## src/rtl/phase_sel_decim_pkg.sv

```systemverilog
// phase_sel_decim_pkg: shared state encoding and constant helpers for the phase selector/decimator
package phase_sel_decim_pkg;

  typedef enum logic [1:0] {
    IDLE   = 2'd0,
    ACQ    = 2'd1,
    DECIDE = 2'd2,
    TRACK  = 2'd3
  } state_t;

  // ceil(log2(v)); used for parameter derivation and width checks at elaboration
  function automatic int clog2(input int v);
    int r;
    r = 0;
    while ((1 << r) < v) r++;
    return r;
  endfunction

endpackage

```

## src/rtl/phase_argmax.sv

```systemverilog
// phase_argmax: combinational index of the largest of OS unsigned accumulators, lowest index wins ties
//   acc : OS packed accumulators of ACC_W bits, acc[0] is phase 0
//   idx : index of the strongest phase
module phase_argmax import phase_sel_decim_pkg::*; #(
  parameter int OS    = 4,
  parameter int ACC_W = 16,
  parameter int PH_W  = clog2(OS)
) (
  input  logic [OS-1:0][ACC_W-1:0] acc,
  output logic [PH_W-1:0]          idx
);

  logic [ACC_W-1:0] best;

  // strict greater-than keeps the earlier index on equal energy
  always_comb begin
    idx  = '0;
    best = acc[0];
    for (int i = 1; i < OS; i++)
      if (acc[i] > best) begin
        best = acc[i];
        idx  = PH_W'(i);
      end
  end

endmodule

```

## src/rtl/phase_sel_decim.sv

```systemverilog
// phase_sel_decim: picks the strongest oversampling phase after sync, then decimates and slices to bits
//   clock       : system clock
//   i_reset     : asynchronous active-low reset
//   i_enable    : global enable; low freezes counters/accumulators and suppresses o_valid
//   i_valid     : filter sample valid
//   i_sync      : signal-present flag from the sync detector
//   i_rc_filter : signed raised-cosine filter output
//   o_bit       : sliced symbol (1 when the sample is non-negative)
//   o_valid     : one-cycle pulse qualifying o_bit
//   o_phase     : selected sampling phase
//   o_locked    : high while tracking
module phase_sel_decim import phase_sel_decim_pkg::*; #(
  parameter int S_IN  = 10,
  parameter int OS    = 4,
  parameter int N_ACQ = 64,
  parameter int ACC_W = 16,
  parameter int PH_W  = clog2(OS)
) (
  input  logic                   clock,
  input  logic                   i_reset,
  input  logic                   i_enable,
  input  logic                   i_valid,
  input  logic                   i_sync,
  input  logic signed [S_IN-1:0] i_rc_filter,
  output logic                   o_bit,
  output logic                   o_valid,
  output logic [PH_W-1:0]        o_phase,
  output logic                   o_locked
);

  localparam int SC_W = clog2(N_ACQ);

  if (PH_W != clog2(OS)) begin : g_ph_chk
    $error("PH_W must equal log2(OS)");
  end
  if (ACC_W < S_IN + clog2(N_ACQ)) begin : g_acc_chk
    $error("ACC_W too narrow for N_ACQ full-scale samples");
  end

  state_t                   state, state_nx;
  logic [PH_W-1:0]          cnt, best;
  logic [SC_W-1:0]          sym_cnt;
  logic [OS-1:0][ACC_W-1:0] acc;
  logic [S_IN-1:0]          mag;
  logic                     stb, last_ph, sym_end;
  logic                     start, acc_en, slice;

  assign stb     = i_enable & i_valid;
  assign last_ph = cnt == PH_W'(OS - 1);
  assign sym_end = sym_cnt == SC_W'(N_ACQ - 1);
  // unsigned S_IN-bit result holds 2^(S_IN-1) exactly for the most negative input
  assign mag     = i_rc_filter[S_IN-1] ? $unsigned(-i_rc_filter) : $unsigned(i_rc_filter);

  phase_argmax #(.OS(OS), .ACC_W(ACC_W), .PH_W(PH_W)) u_argmax (
    .acc (acc),
    .idx (best)
  );

  always_ff @(posedge clock or negedge i_reset)
    if (!i_reset) state <= IDLE;
    else          state <= state_nx;

  // sync loss takes priority over every forward transition
  always_comb begin
    state_nx = state;
    case (state)
      IDLE:    state_nx = (stb & i_sync & last_ph) ? ACQ : IDLE;
      ACQ:     state_nx = !i_sync ? IDLE : (stb & last_ph & sym_end) ? DECIDE : ACQ;
      DECIDE:  state_nx = i_sync ? TRACK : IDLE;
      default: state_nx = i_sync ? TRACK : IDLE;
    endcase
  end

  always_comb begin
    start    = state == IDLE & stb & i_sync & last_ph;
    acc_en   = state == ACQ & stb;
    slice    = state == TRACK & i_sync & stb & cnt == o_phase;
    o_locked = state == TRACK;
  end

  always_ff @(posedge clock or negedge i_reset)
    if (!i_reset) begin
      cnt     <= '0;
      sym_cnt <= '0;
      acc     <= '0;
    end else begin
      if (stb) cnt <= cnt + 1'b1;
      if (start) sym_cnt <= '0;
      else if (acc_en & last_ph) sym_cnt <= sym_cnt + 1'b1;
      if (start) acc <= '0;
      else if (acc_en) acc[cnt] <= acc[cnt] + ACC_W'(mag);
    end

  always_ff @(posedge clock or negedge i_reset)
    if (!i_reset) begin
      o_bit   <= 1'b0;
      o_valid <= 1'b0;
      o_phase <= '0;
    end else begin
      o_valid <= slice;
      if (slice) o_bit <= ~i_rc_filter[S_IN-1];
      if (state == DECIDE & i_sync) o_phase <= best;
    end

endmodule

```

## config.mk

```make
export PLATFORM = sky130hd
export DESIGN_NAME = phase_sel_decim
export DESIGN_NICKNAME = d
export VERILOG_FILES = /design/src/rtl/phase_sel_decim_pkg.sv /design/src/rtl/phase_argmax.sv /design/src/rtl/phase_sel_decim.sv
export SDC_FILE = /design/constraint.sdc
export NUM_CORES = 1
export LEC_CHECK = 0
export BUFFER_PORTS_ARGS = -buffer_cell sky130_fd_sc_hd__buf_2
export CORE_MARGIN = 4
export CORE_UTILIZATION = 30
export DETAILED_ROUTE_END_ITERATION = 10
export GPL_TIMING_DRIVEN = 0
export PLACE_DENSITY = 0.48
export SLEW_MARGIN = 20
export SYNTH_ARGS = -nofsm -noshare
export SYNTH_HDL_FRONTEND = slang
export SYNTH_SLANG_ARGS = --single-unit
```

## constraint.sdc

```tcl
create_clock -name clock -period 6.25 [get_ports clock]
set_input_delay 0.9375 -clock clock [delete_from_list [all_inputs] [get_ports clock]]
set_output_delay 0.9375 -clock clock [all_outputs]
set_load 0.01 [all_outputs]
```

Yosys cells after proc, flatten, opt, wreduce, memory -nomap -nowiden --
Index checks and enable logic that the tools add are counted. W data, S select, Z words.
Word-level totals: register bits after elaboration 78, output and inout bits 5
Cells by class: add/subtract/negate cells 4, magnitude comparators 5, eq/ne operators 6, muxes and demuxes 20, bitwise operators 15, reduce and logical (&&, ||, !) cells 4
Operator list (number):
- $mux W64 | 2
- $bwmux W64 | 1
- $mux W16 | 4
- $gt A16 B16 Y1 | 3
- $bmux W16 S2 | 1
- $demux W16 S2 | 1
- $add A16 B10 Y16 | 1
- $and A1 B1 Y1 | 14
- $mux W6 | 2
- $mux W10 | 1
- $mux W2 | 5
- $neg A10 Y10 | 1
- $add A6 B1 Y6 const B | 1
- $eq A2 B2 Y1 const B | 3
- $eq A6 B6 Y1 const B | 1
- $pmux W2 S2 | 1
- $reduce_bool A2 Y1 | 2
- $lt A2 B3 Y1 const B | 1
- $add A2 B1 Y2 const B | 1
- $eq A2 B1 Y1 const B | 1
- $eq A2 B2 Y1 | 1
- $ge A2 B1 Y1 const B | 1
- $logic_not A2 Y1 | 1
- $mux W1 | 2
- other kinds (2) | 2

Longest topological paths before layout --
depth after elaboration 7, gate-level depth with buffers 26

Modules after synthesis --
Synthesis repeated with hierarchy kept, for this count alone.
Unflattened totals: cell total of the unflattened synthesis 667, area, all modules 6272.3 µm²
By module, submodules not included:
- phase_sel_decim | times used 1, cells an instance 398, area an instance 4374.2 µm², seq. area each 1951.9 µm²
- phase_argmax | times used 1, cells an instance 269, area an instance 1898.1 µm², seq. area each 0.0 µm²

Least setup slack after synthesis --
Ideal clock, no wire load.
kind reg2reg, start register acc[14] (netlist name), end register o_phase[1], library setup time 0.135 ns, arrival time 4.861 ns, data required time 6.115 ns, setup slack 1.253 ns, stages on the path, launching flop included 26, path buffers 4, clock period less this slack 4.997 ns, cells stage by stage dfrtp_1 > inv_1 > ha_1 > nand4_2 > or3_1 > a21o_4 > and3_4 > buf_6 > buf_6 > o21ai_1 > inv_1 > ha_1 > a21o_1 > a21o_1 > a221oi_1 > a22o_1 > buf_2 > buf_2 > mux2i_1 > ha_1 > a21oi_1 > nor2_1 > a211oi_1 > o21ai_0 > o41ai_1 > a21oi_1
On the way: cells in the longest elaborated chain, start to end 6
Ends and longest elaborated chain:
- start, declared | line phase_sel_decim.sv:43 | logic [OS-1:0][ACC_W-1:0] acc;
- start signal, assigned by index | line phase_sel_decim.sv:91 | else if (acc_en) acc[cnt] <= acc[cnt] + ACC_W'(mag);
- $gt A16 B16 Y1 | line phase_argmax.sv:20 | if (acc[i] > best) begin
- $mux W16 * | line phase_argmax.sv:20
- $gt A16 B16 Y1 | line phase_argmax.sv:20
- $mux W16 | line phase_argmax.sv:20
- $gt A16 B16 Y1 | line phase_argmax.sv:20
- $mux W2 * | line phase_argmax.sv:20
- end signal, assigned | line phase_sel_decim.sv:102 | if (state == DECIDE & i_sync) o_phase <= best;
- end, declared | line phase_sel_decim.sv:27 | output logic [PH_W-1:0] o_phase,
Every way passes the cells marked *; elsewhere a longest branch is shown, timed or not. A chain may end at the register's enable or synchronous reset.

Worst setup path in the final report --
start register acc[13] (netlist name), end register o_phase[1]
The elaborated chain is that of the path after synthesis.

==> qor.txt <==
Status = complete, no violations
Post-Layout Cell Count = 948
Clock sink count = 78
Final WS setup = 0.305 ns
Post-CTS Hold Fix Bufs = 0
Cts bufs inserted = 9
P&R area growth vs syn = 13.7%
DIE WIDTH = 149 um
Post-synth cell types = 54
Slowest CP cell = nor3_1
Antenna cells = 0
CP Capture Point = o_phase[1]
CP dominant cell by count = ha_1
CP max stage delay = 0.47 ns
Initial antenna violation count = 0
Arrival time worst endpoint = 6.18 ns
Lkg Pwr = 2.92 nW
Share of post-route cells with drive strength above 1 = 10.8%
Starting DRC count in detailed routing = 386
First-pass GRT wire length = 30,800 um
Clk slew on worst S/H paths = 0.06 ns
RSZ-0062 raised after global routing = no
Synth Net Count = 726
Rel. slew slack = 28.2%
Final instance area = 6810 sq um
Gpl congestion = 0.895
Synth warn = 0
Largest net degree at the start of global routing = 50
FF+latch area = 1950 sq um
Hold WC Path Type = flip-flop to flip-flop
Die Ht = 149 um
Area occupied by multi-input gates = 3770 sq um
Reg-to-reg critical path endpoint = o_phase[1]
# setup viols final = 0
Syn Area/Cell = 9.27 sq um
DRC = 0
Die area = 22,300 sq um
Area leader, netlist = dfrtp_1
Reg2reg start = acc[13]
Commonest cells post-synth = dfrtp_1, ha_1, nand2_1
Skew-Pair Late Insertion Delay = 0.35 ns
Total GRT Usage = 18.0%
Number of port buffers = 19
Synth Register Bits = 78
Maximum VDD drop = 447 uV
Detail-routed via count per cell = 5.56
Pre-CTS setup slack = -0.392 ns
Crit end category = flip-flop
Clk_skew = 0.00851 ns
Top post-synthesis cells by area = dfrtp_1, ha_1, mux4_2, a22o_1, o21ai_0
Post-Route WL = 19,000 um
CTS tree = done
Detailed Routing Iterations Pass 1 = 5
Crit path buffers/inverters = 6
Final net count = 758
Critical path type = flip-flop to flip-flop
Worst-margin pin slew = 1.06 ns
Power Density = 590 nW/um^2
Post-synth EDFFs = 0
Synth async-reset ratio = 100%
Cell Area, Placed = 6440 sq um
CP max FO = 10
Fin. max-slew vios = 0
Tcrit/Tclk final = 95.1%
WP depth = 25
Residual overflow from global routing = 0
DRT antenna net count = 0
Area of the mapped netlist = 5990 sq um
Total power = 0.00402 W
Setup_tns = 0 ns
R2R Setup Slk = 0.31 ns
Sequential share of the synthesized area = 32.6%
Vias = 5,273
Vias in the first global route = 5,293
I/O Pins = 20
Routed wire per std cell = 20.1 um
Post-Place Cells = 931
Fmax = 0.168 GHz
Worst Reg-to-Reg Cells = 25
Core area = 19,500 sq um
Most common flop cell mapped by yosys = dfrtp_1
Root Buffer = clkbuf_16
Clock Tree Buf Depth = 2
Data required time of the worst path = 6.48 ns
Maximum Capacitance Violations = 0
Shortest period the worst path allows = 5.94 ns
Initial Util = 30.7%
H-tree depth = 3
FILL cells = 2,060
Core Rows = 51
Most common cell in the synthesized netlist = dfrtp_1
Worst Setup SP = acc[13]
Post-DP HPWL = 14,600 um
Cells after synthesis = 646
Top Family by Delay on Critical Path = compound AO/OA/AOI/OAI gates
Post-synth top area share = 32.6%
Type of origin of the critical path = flip-flop
Final hold violation count = 0
[layout make-up]
class,instances,share of cell area (%)
Clock buffer,12,3.62
Inverter,44,2.43
Sequential cell,78,28.7
Multi-Input combinational cell,491,55.4
Tap cell,265,4.87
Timing Repair Buffer,21,1.95
Buffer,33,2.30
Clock inverter,4,0.790
[flip-flops by register name (all words and copies together), names as in the netlist]
signal,flops
cnt,2
o_phase,2
o_bit,1
acc,64
state,2
sym_cnt,6
o_valid,1
[worst min-delay path by stage]
stage	from	endpoint	slack, ns	cells past startpoint
detailed placement	acc[48]	acc[48]	0.51	1
finish	o_bit	o_bit	0.52	2
global placement	o_bit	o_bit	0.50	2
CTS	o_bit	o_bit	0.53	2
global route	i_reset	acc[13]	0.56	1
floorplan	acc[49]	acc[49]	0.47	2
[layout by cell type, fill, tap and decap left out, types with 12 or more instances in the layout]
cell type  count
a21oi_1       41
nand2_1       63
dfrtp_1       77
inv_1         44
clkbuf_1      25
nand4_1       12
nor2_1        29
buf_2         22
o21ai_0       53
a32oi_1       16
a22o_1        34
ha_1          64
mux2i_1       17
nor4_1        17
mux4_2        16
[metrics by stage]
step	util [%]	hold WS, ns
floorplan	-	0.473
global placement	32.8	0.501
detailed placement	33.0	0.515
CTS	34.7	0.527
global route	34.9	0.560
finish	34.9	0.523
[report_power, final]
group	switching [W]	internal, W	leakage, nW
sequential	0.000114	0.000593	1.07
clock	0.000220	0.000322	0.139
combinational	0.00167	0.00110	1.71
[metal layers]
layer  share of wire [%]  GRT usage (%)  up-vias
met5                   0              0        -
met4                 4.6           8.28        0
met3                 5.1           3.28       41
met2                  46           27.8      179
met1                  45           24.4     2573
li1                    -              -     2480
[worst min-delay path: stages (launching register included)]
cell     delay [ns]
dfrtp_1        0.37
inv_1          0.05
mux2i_1        0.06
[cells by family (layout without fill, tap and decap cells)]
kind of cell               count (synthesis)  in the layout  synth area share, %
AOI/OAI and AO/OA                        192            192                 21.1
xor gates and xnor gates                  20             20                 2.93
adders and majority gates                 65             65                 13.7
and+or+nand+nor                          179            179                 15.2
DFF                                       78             78                 32.6
buffers and inverters                     77            114                 5.20
muxes                                     35             35                 9.24
[what timing repair did]
item,in CTS,in global routing
pin swaps,0,3
resized for setup,5,10
buffers inserted,0,1
setup endpoints to repair,2,2
(Power assumes the default switching activity.)
